--- config.mk ---
export PLATFORM = sky130hd
export DESIGN_NAME = sound_frame_seq
export DESIGN_NICKNAME = d
export VERILOG_FILES = /design/src/rtl/sound_pkg.sv /design/src/rtl/sound_prescaler.sv /design/src/rtl/sound_frame_seq.sv
export SDC_FILE = /design/constraint.sdc
export NUM_CORES = 1
export LEC_CHECK = 0
export ABC_AREA = 1
export ABC_CLOCK_PERIOD_IN_PS = 3200
export CAP_MARGIN = 20
export CORE_MARGIN = 5
export CORE_UTILIZATION = 58
export DETAILED_ROUTE_END_ITERATION = 12
export PLACE_DENSITY = 0.81
export SETUP_SLACK_MARGIN = 0.02
export SYNTH_ARGS = -nofsm -noshare
export SYNTH_HDL_FRONTEND = slang
export SYNTH_HIERARCHICAL = 1
export SYNTH_SLANG_ARGS = --single-unit
export TNS_END_PERCENT = 30
--- constraint.sdc ---
create_clock -name clk -period 3.2 [get_ports clk]
set_input_delay 0.96 -clock clk [delete_from_list [all_inputs] [get_ports clk]]
set_output_delay 0.96 -clock clk [all_outputs]
set_load 0.03 [all_outputs]
--- src/rtl/sound_pkg.sv ---
// Shared APU sound constants and frame-sequencer step decode helpers.
// Channel trigger logic reuses the is_*_step helpers for length/sweep quirks.
package sound_pkg;

   localparam int SND_CLK_DIV_512HZ = 8192;
   localparam int SND_STEP_W        = 3;

   typedef logic [SND_STEP_W-1:0] snd_step_t;

   localparam snd_step_t SND_STEP_RESET = 3'd7;

   typedef struct packed {
      logic len;
      logic sweep;
      logic env;
   } snd_ticks_t;

   function automatic logic is_len_step(input snd_step_t s);
      return ~s[0];
   endfunction

   function automatic logic is_sweep_step(input snd_step_t s);
      return (s == 3'd2) || (s == 3'd6);
   endfunction

   function automatic logic is_env_step(input snd_step_t s);
      return (s == 3'd7);
   endfunction

   function automatic snd_ticks_t decode_ticks(input snd_step_t s);
      snd_ticks_t t;
      t.len   = is_len_step(s);
      t.sweep = is_sweep_step(s);
      t.env   = is_env_step(s);
      return t;
   endfunction

endpackage

--- src/rtl/sound_prescaler.sv ---
// Frame-sequencer advance strobe: internal CLK_DIV divider, or a div_bit
// falling-edge detector when SOUND_FRAME_SEQ_DIV_SYNC_EN is defined.
module sound_prescaler #(
   parameter int CLK_DIV = 8192,
   parameter int CNT_W   = 13
) (
   input  logic clk,
   input  logic rst,
   input  logic sound_on,
`ifdef SOUND_FRAME_SEQ_DIV_SYNC_EN
   input  logic div_bit,
`endif
   output logic adv
);

`ifdef SOUND_FRAME_SEQ_DIV_SYNC_EN

   logic prev_q, prev_d;

   // Cleared while powered off so power-on never sees a stale high.
   always_comb begin
      prev_d = sound_on ? div_bit : 1'b0;
   end

   always_ff @(posedge clk or posedge rst) begin
      if (rst) prev_q <= 1'b0;
      else     prev_q <= prev_d;
   end

   assign adv = sound_on & prev_q & ~div_bit;

`else

   localparam logic [CNT_W-1:0] CNT_LAST = CNT_W'(CLK_DIV - 1);

   logic [CNT_W-1:0] cnt_q, cnt_d;
   logic             wrap;

   assign wrap = (cnt_q == CNT_LAST);

   // Power-off discards partial progress so the next step is a full period away.
   always_comb begin
      cnt_d = cnt_q + CNT_W'(1);
      if (!sound_on || wrap) cnt_d = '0;
   end

   always_ff @(posedge clk or posedge rst) begin
      if (rst) cnt_q <= '0;
      else     cnt_q <= cnt_d;
   end

   assign adv = sound_on & wrap;

`endif

endmodule

--- src/rtl/sound_frame_seq.sv ---
// APU frame sequencer: 512 Hz 8-step walk emitting length/sweep/envelope ticks.
// Optional macro SOUND_FRAME_SEQ_DIV_SYNC_EN clocks steps from DIV bit falling edges.
module sound_frame_seq
   import sound_pkg::*;
#(
   parameter int CLK_DIV = SND_CLK_DIV_512HZ,
   parameter int CNT_W   = 13
) (
   input  logic                  clk,
   input  logic                  rst,
   input  logic                  sound_on,
`ifdef SOUND_FRAME_SEQ_DIV_SYNC_EN
   input  logic                  div_bit,
`endif
   output logic [SND_STEP_W-1:0] step,
   output logic                  len_tick,
   output logic                  sweep_tick,
   output logic                  env_tick,
   output logic                  len_next
);

   logic       adv;
   snd_step_t  step_q, step_d;
   snd_ticks_t ticks_q, ticks_d;

   sound_prescaler #(
      .CLK_DIV (CLK_DIV),
      .CNT_W   (CNT_W)
   ) u_prescaler (
      .clk      (clk),
      .rst      (rst),
      .sound_on (sound_on),
`ifdef SOUND_FRAME_SEQ_DIV_SYNC_EN
      .div_bit  (div_bit),
`endif
      .adv      (adv)
   );

   // Ticks decode the step being entered so they line up with the new step value.
   always_comb begin
      step_d  = step_q;
      ticks_d = '0;
      if (!sound_on) begin
         step_d = SND_STEP_RESET;
      end else if (adv) begin
         step_d  = step_q + SND_STEP_W'(1);
         ticks_d = decode_ticks(step_d);
      end
   end

   always_ff @(posedge clk or posedge rst) begin
      if (rst) begin
         step_q  <= SND_STEP_RESET;
         ticks_q <= '0;
      end else begin
         step_q  <= step_d;
         ticks_q <= ticks_d;
      end
   end

   assign step       = step_q;
   assign len_tick   = ticks_q.len;
   assign sweep_tick = ticks_q.sweep;
   assign env_tick   = ticks_q.env;
   assign len_next   = step_q[0];

endmodule

==> out/results.tsv, run 1 <==
stage	metric	value	unit
synthesis	Ys Warns	6	
timing	post-route clock skew	0.00410	ns
setup_path	WP data required	2.24	ns
routing	Antenna Nets Post-Route	0	
placement	GPL Wtd Cong	0.827	
routing	vias	759	
synthesis	Yosys reg bits	19	
synthesis	Post-Synthesis Cells	121	
global_route	GR met3 Demand/Resource	0.0287	
setup_path	reg-to-reg setup timing slack	1.57	ns
timing	Max-slew headroom	0.668	
final_layout	most frequent cells in the layout	nand2_1 (28), nor2_1 (20), inv_1 (18)	
floorplanning	Core Rows	15	
clock_tree	H-tree depth	1	
clock_tree	clk sinks	19	
timing	Achievable Freq	394	MHz
routing	Residual DRC	0	
placement	HPWL after DPL	1.34	mm
setup_path	slowest stage cell, crit path	clkdlybuf4s50_1	
final_layout	Util after Layout	0.662	
setup_path	startpoint types	register	
timing	period utilization	0.793	
routing	drt pass-1 iters	4	
final_layout	most common cell after layout, fill and taps aside	nand2_1	
setup_path	kind of end point of the critical path	output pin	
synthesis	count of cell types in the netlist	22	
global_route	busiest layer in global routing	met2	
setup_path	CP cell instances	clkdlybuf4s50_1	
setup_path	Critical Path Fanout Max	6	
synthesis	net count after synthesis	128	
global_route	gr ovfl total	0	
timing	final-report setup violation count	0	
placement	Port Buffer Count	9	
synthesis	largest cells by area after synthesis	dfrtp_1 (40%), nand2_1 (11%), dfstp_2 (7.9%)	
final_layout	nets	140	
timing	final-report max-slew violation count	0	
global_route	GRT Total Usage	0.169	
final_layout	diode count	0	
final_layout	share of cells above drive strength 1	0.114	
floorplanning	Initial Utilization	0.592	
global_route	largest net degree at the start of global routing	14	
global_route	initial antenna violation count	0	
timing	final-report hold violation count	0	
placement	Cells after DPL	145	
clock_tree	post_cts resized	0	
clock_tree	TritonCTS clock tree	yes	
synthesis	top-area cell type share of the netlist area	0.401	
floorplanning	Die H	51.5	um
floorplanning	area of the die	0.00265	sq mm
routing	Via density	5.09	
setup_path	critical path arrival	1.58	ns
clock_tree	CTS buffer count	3	
clock_tree	worst skew pair latency	0.29	ns
timing	final worst setup slack	0.661	ns
global_route	vias in the first global route	843	
setup_path	WS Path Type	register to output pin	
floorplanning	I/O Pins	10	
timing	actual slew at the worst max-slew pin	0.497	ns
timing	Hold WS	0.487	ns
timing	clock period minus worst slack	2.54	ns
setup_path	crit-path leading delay family	buffers and inverters	
clock_tree	setup bufs post-CTS	0	
clock_tree	Clk pin slew, worst setup/hold paths	0.10	ns
power	Pleak	0.538	nW
routing	Iteration-0 DRC Markers	16	
final_layout	non-filler cells, final	149	
power	VDD IR max	0.283	mV
setup_path	slowest stage delay, CP	0.69	ns
synthesis	sequential fraction of the synthesis area	0.479	
setup_path	WP buf/inv	1	
synthesis	largest area contributor in the netlist	dfrtp_1	
synthesis	Mapped Area	1000	sq um
routing	wirelength, routed	1.73	mm
placement	dpl ws	0.841	ns
timing	unrepaired setup endpoints after global routing	false	
clock_tree	cts hold-fix bufs	0	
global_route	GR Util met1	0.180	
floorplanning	core box area	0.00169	sq mm
job	Max-Cap Viols	0	
routing	Routed wire per std cell	11.6	um
final_layout	Syn-to-layout area delta	11.9	%
floorplanning	Die X	51.5	um
run_status	status	complete, no violations	
global_route	met2 Use GR	0.314	
timing	setup TNS	0	ns
power	pwr/cell area	355	mW/mm^2
final_layout	# fillers	145	
synthesis	syn avg cell area	8.26	sq um
global_route	first-pass GRT wire length	3.37	mm
clock_tree	clk root buf	clkbuf_4	
hold_path	min-delay worst type	register to register	
clock_tree	Max Root-Sink Buffers	2	
cells in the mapped netlist, drive strengths merged:
master and n:
dfstp 3, ha 4, dfrtp 16, a21oi 2, buf 2, nor2 24
o21ai 1, xnor2 2, xor2 5, nand3 8, nand4 3, o21bai 1
nand2 29, nor3 2, inv 19
flip-flops by register name, indices dropped and copies added (netlist names):
signal             count
sweep_tick             1
env_tick               1
u_prescaler/cnt_q     13
step                   3
len_tick               1
logic make-up (layout without fill, tap and decap cells):
| group | count (synthesis) | count (layout) | synth area share |
|---|---|---|---|
| AOI/OAI and AO/OA | 4 | 4 | 0.0225 |
| adders and majority gates | 4 | 4 | 0.0501 |
| buffers and inverters | 21 | 32 | 0.0901 |
| xor gates and xnor gates | 7 | 7 | 0.0613 |
| DFF | 19 | 19 | 0.479 |
| and+or+nand+nor | 66 | 66 | 0.297 |
area by class of cell:
cell class | instances | area, sq um | area share
inverters | 19 | 71.3 | 0.0638
flip-flops and latches | 19 | 479 | 0.428
well taps | 17 | 21.3 | 0.0190
multi-input cells | 81 | 430 | 0.385
repair buffers | 9 | 90.1 | 0.0805
clock buffers | 4 | 26.3 | 0.0235
through the flow:
stage          total power (W)  cell area [sq um]
3_3_place_gp          0.000285               1090
6_report              0.000397               1120
4_1_cts               0.000405               1120
3_5_place_dp          0.000286               1090
2_1_floorplan         0.000276               1000
5_1_grt               0.000416               1120
routing by layer:
layer  vias up  routed length, um
met3         2                 52
met2        10                930
met1       357                731
met4         0                 17
met5         -                  0
li1        390                  -
where the power goes:
part           total (W)  internal [W]  switching (W)
sequential      0.000249      0.000245     0.00000450
clock           0.000116     0.0000485      0.0000677
combinational  0.0000314     0.0000111      0.0000203
final timing paths:
kind	startpoint	end	cells past startpoint
max	step[0]	len_next	1
min	u_prescaler/cnt_q[0]	u_prescaler/cnt_q[0]	1
max reg2reg	u_prescaler/cnt_q[0]	step[2]	8
min reg2reg	u_prescaler/cnt_q[0]	u_prescaler/cnt_q[0]	1
max in group asynchronous	rst	u_prescaler/cnt_q[3]	2
min in group asynchronous	rst	sweep_tick	2
No activity file was read; power rests on OpenSTA's default activity.
==> inputs of run 2 (changes only) <==
--- a/config.mk
+++ b/config.mk
@@ -6,12 +6,12 @@
 export NUM_CORES = 1
 export LEC_CHECK = 0
 export ABC_AREA = 1
-export ABC_CLOCK_PERIOD_IN_PS = 3200
+export ABC_CLOCK_PERIOD_IN_PS = 2400
 export CAP_MARGIN = 20
 export CORE_MARGIN = 5
-export CORE_UTILIZATION = 58
+export CORE_UTILIZATION = 54
 export DETAILED_ROUTE_END_ITERATION = 12
-export PLACE_DENSITY = 0.81
+export PLACE_DENSITY = 0.76
 export SETUP_SLACK_MARGIN = 0.02
 export SYNTH_ARGS = -nofsm -noshare
 export SYNTH_HDL_FRONTEND = slang
==> constraint.sdc (replaced) <==
create_clock -name clk -period 2.4 [get_ports clk]
set_input_delay 0.72 -clock clk [delete_from_list [all_inputs] [get_ports clk]]
set_output_delay 0.72 -clock clk [all_outputs]
set_load 0.03 [all_outputs]
==> run 2 against run 1 <==
  * Flip-flop and latch count is the same
  * Cell area grew 1.0%
  * Wire length is 3.8% higher
  * Core utilization fell by 1.5 points
  * Combinational power is 34% higher
  * Largest power group unchanged
==> out/results.tsv, run 2 (synthesis results as in run 1) <==
stage	metric	value	unit
floorplanning	Die H	53.0	um
timing	final-report hold violation count	0	
power	Pleak	0.541	nW
floorplanning	core box area	0.00175	sq mm
routing	vias	758	
timing	unrepaired setup endpoints after global routing	false	
setup_path	WP buf/inv	1	
final_layout	Util after Layout	0.647	
routing	Antenna Nets Post-Route	0	
setup_path	kind of end point of the critical path	output pin	
global_route	largest net degree at the start of global routing	14	
power	Gate power share	0.078	
final_layout	most common cell after layout, fill and taps aside	nand2_1	
setup_path	WS Path Type	register to output pin	
global_route	GRT Total Usage	0.165	
routing	wirelength, routed	1.80	mm
clock_tree	CTS buffer count	3	
clock_tree	Max Root-Sink Buffers	2	
floorplanning	area of the die	0.00281	sq mm
final_layout	Top reg by flops	u_prescaler/cnt_q	
clock_tree	clk root buf	clkbuf_4	
timing	clock period minus worst slack	2.29	ns
clock_tree	worst skew pair latency	0.30	ns
clock_tree	TritonCTS clock tree	yes	
clock_tree	post_cts resized	0	
routing	Residual DRC	0	
setup_path	CP cell instances	clkdlybuf4s50_1	
final_layout	Syn-to-layout area delta	13.0	%
routing	Iteration-0 DRC Markers	8	
setup_path	crit-path leading delay family	buffers and inverters	
timing	final-report max-slew violation count	0	
setup_path	critical path arrival	1.57	ns
clock_tree	Clk pin slew, worst setup/hold paths	0.11	ns
floorplanning	Die X	53.0	um
hold_path	min-delay worst type	register to register	
setup_path	Critical Path Fanout Max	5	
setup_path	WP data required	1.68	ns
placement	HPWL after DPL	1.40	mm
timing	actual slew at the worst max-slew pin	0.506	ns
power	P_sw	0.000136	W
power	cell-internal power	0.000403	W
floorplanning	I/O Pins	10	
final_layout	number of flip-flops in the largest register	13	
routing	Routed wire per std cell	11.4	um
final_layout	diode count	0	
final_layout	non-filler cells, final	157	
setup_path	slowest stage delay, CP	0.68	ns
timing	Max-slew headroom	0.662	
timing	final-report setup violation count	0	
global_route	gr ovfl total	0	
timing	Achievable Freq	436	MHz
power	total power	0.000540	W
setup_path	slowest stage cell, crit path	clkdlybuf4s50_1	
power	pwr/cell area	478	mW/mm^2
placement	GPL Wtd Cong	0.773	
timing	setup TNS	0	ns
placement	Port Buffer Count	9	
power	Net Sw Frac	0.253	
run_status	status	complete, no violations	
global_route	first-pass GRT wire length	3.39	mm
placement	dpl ws	0.270	ns
global_route	vias in the first global route	846	
placement	Cells after DPL	153	
final_layout	most frequent cells in the layout	nand2_1 (28), nor2_1 (20), inv_1 (18)	
clock_tree	clk sinks	19	
final_layout	nets	140	
timing	post-route clock skew	0.00382	ns
power	clock group share of total power	0.306	
power	VDD IR max	0.254	mV
timing	period utilization	0.955	
final_layout	share of cells above drive strength 1	0.121	
clock_tree	cts hold-fix bufs	0	
clock_tree	H-tree depth	1	
floorplanning	Core Rows	15	
timing	final worst setup slack	0.109	ns
power	Reg power frac	0.616	
setup_path	startpoint types	register	
routing	Via density	4.83	
clock_tree	setup bufs post-CTS	0	
floorplanning	Initial Utilization	0.573	
global_route	initial antenna violation count	0	
routing	drt pass-1 iters	4	
job	Max-Cap Viols	0	
[run 2: worst paths after layout]
| kind | start | endpoint | slack [ns] | cells after the start |
|---|---|---|---|---|
| worst max-delay path | step[1] | step[1] | 0.11 | 1 |
| worst min-delay path | u_prescaler/cnt_q[0] | u_prescaler/cnt_q[0] | 0.50 | 1 |
| worst max register to register | u_prescaler/cnt_q[0] | step[2] | 0.68 | 8 |
| worst min register to register | u_prescaler/cnt_q[0] | u_prescaler/cnt_q[0] | 0.50 | 1 |
| max in group asynchronous | rst | u_prescaler/cnt_q[3] | 1.28 | 2 |
| min in group asynchronous | rst | len_tick | 0.66 | 2 |
[run 2: per-stage QoR]
step	instance area, sq um	hold WS [ns]
4_1_cts	1130	0.500
3_3_place_gp	1100	0.478
5_1_grt	1130	0.526
6_report	1130	0.501
2_1_floorplan	1000	0.450
3_5_place_dp	1100	0.484
[run 2: power by group through the flow]
stage	sequential, W	clock (W)	combinational (W)
2_1_floorplan	0.000340	0	0.0000288
3_3_place_gp	0.000338	0	0.0000412
3_5_place_dp	0.000338	0	0.0000429
4_1_cts	0.000332	0.000173	0.0000431
5_1_grt	0.000333	0.000184	0.0000480
6_report	0.000332	0.000165	0.0000420
[run 2: layout make-up]
type                    instances  area (sq um)
multi-input cells              81           430
well taps                      25          31.3
flip-flops and latches         19           479
clock buffers                   3          22.5
repair buffers                  9          90.1
clock inverters                 1          5.00
fillers                       178           616
inverters                      19          71.3
[run 2: per-layer routing]
metal  vias to the layer above  GRT usage  part of all wire
met3                         2     0.0282             0.021
li1                        389          -                 -
met5                         -          0                 0
met4                         0     0.0638            0.0067
met1                       359      0.179              0.44
met2                         8      0.312              0.53
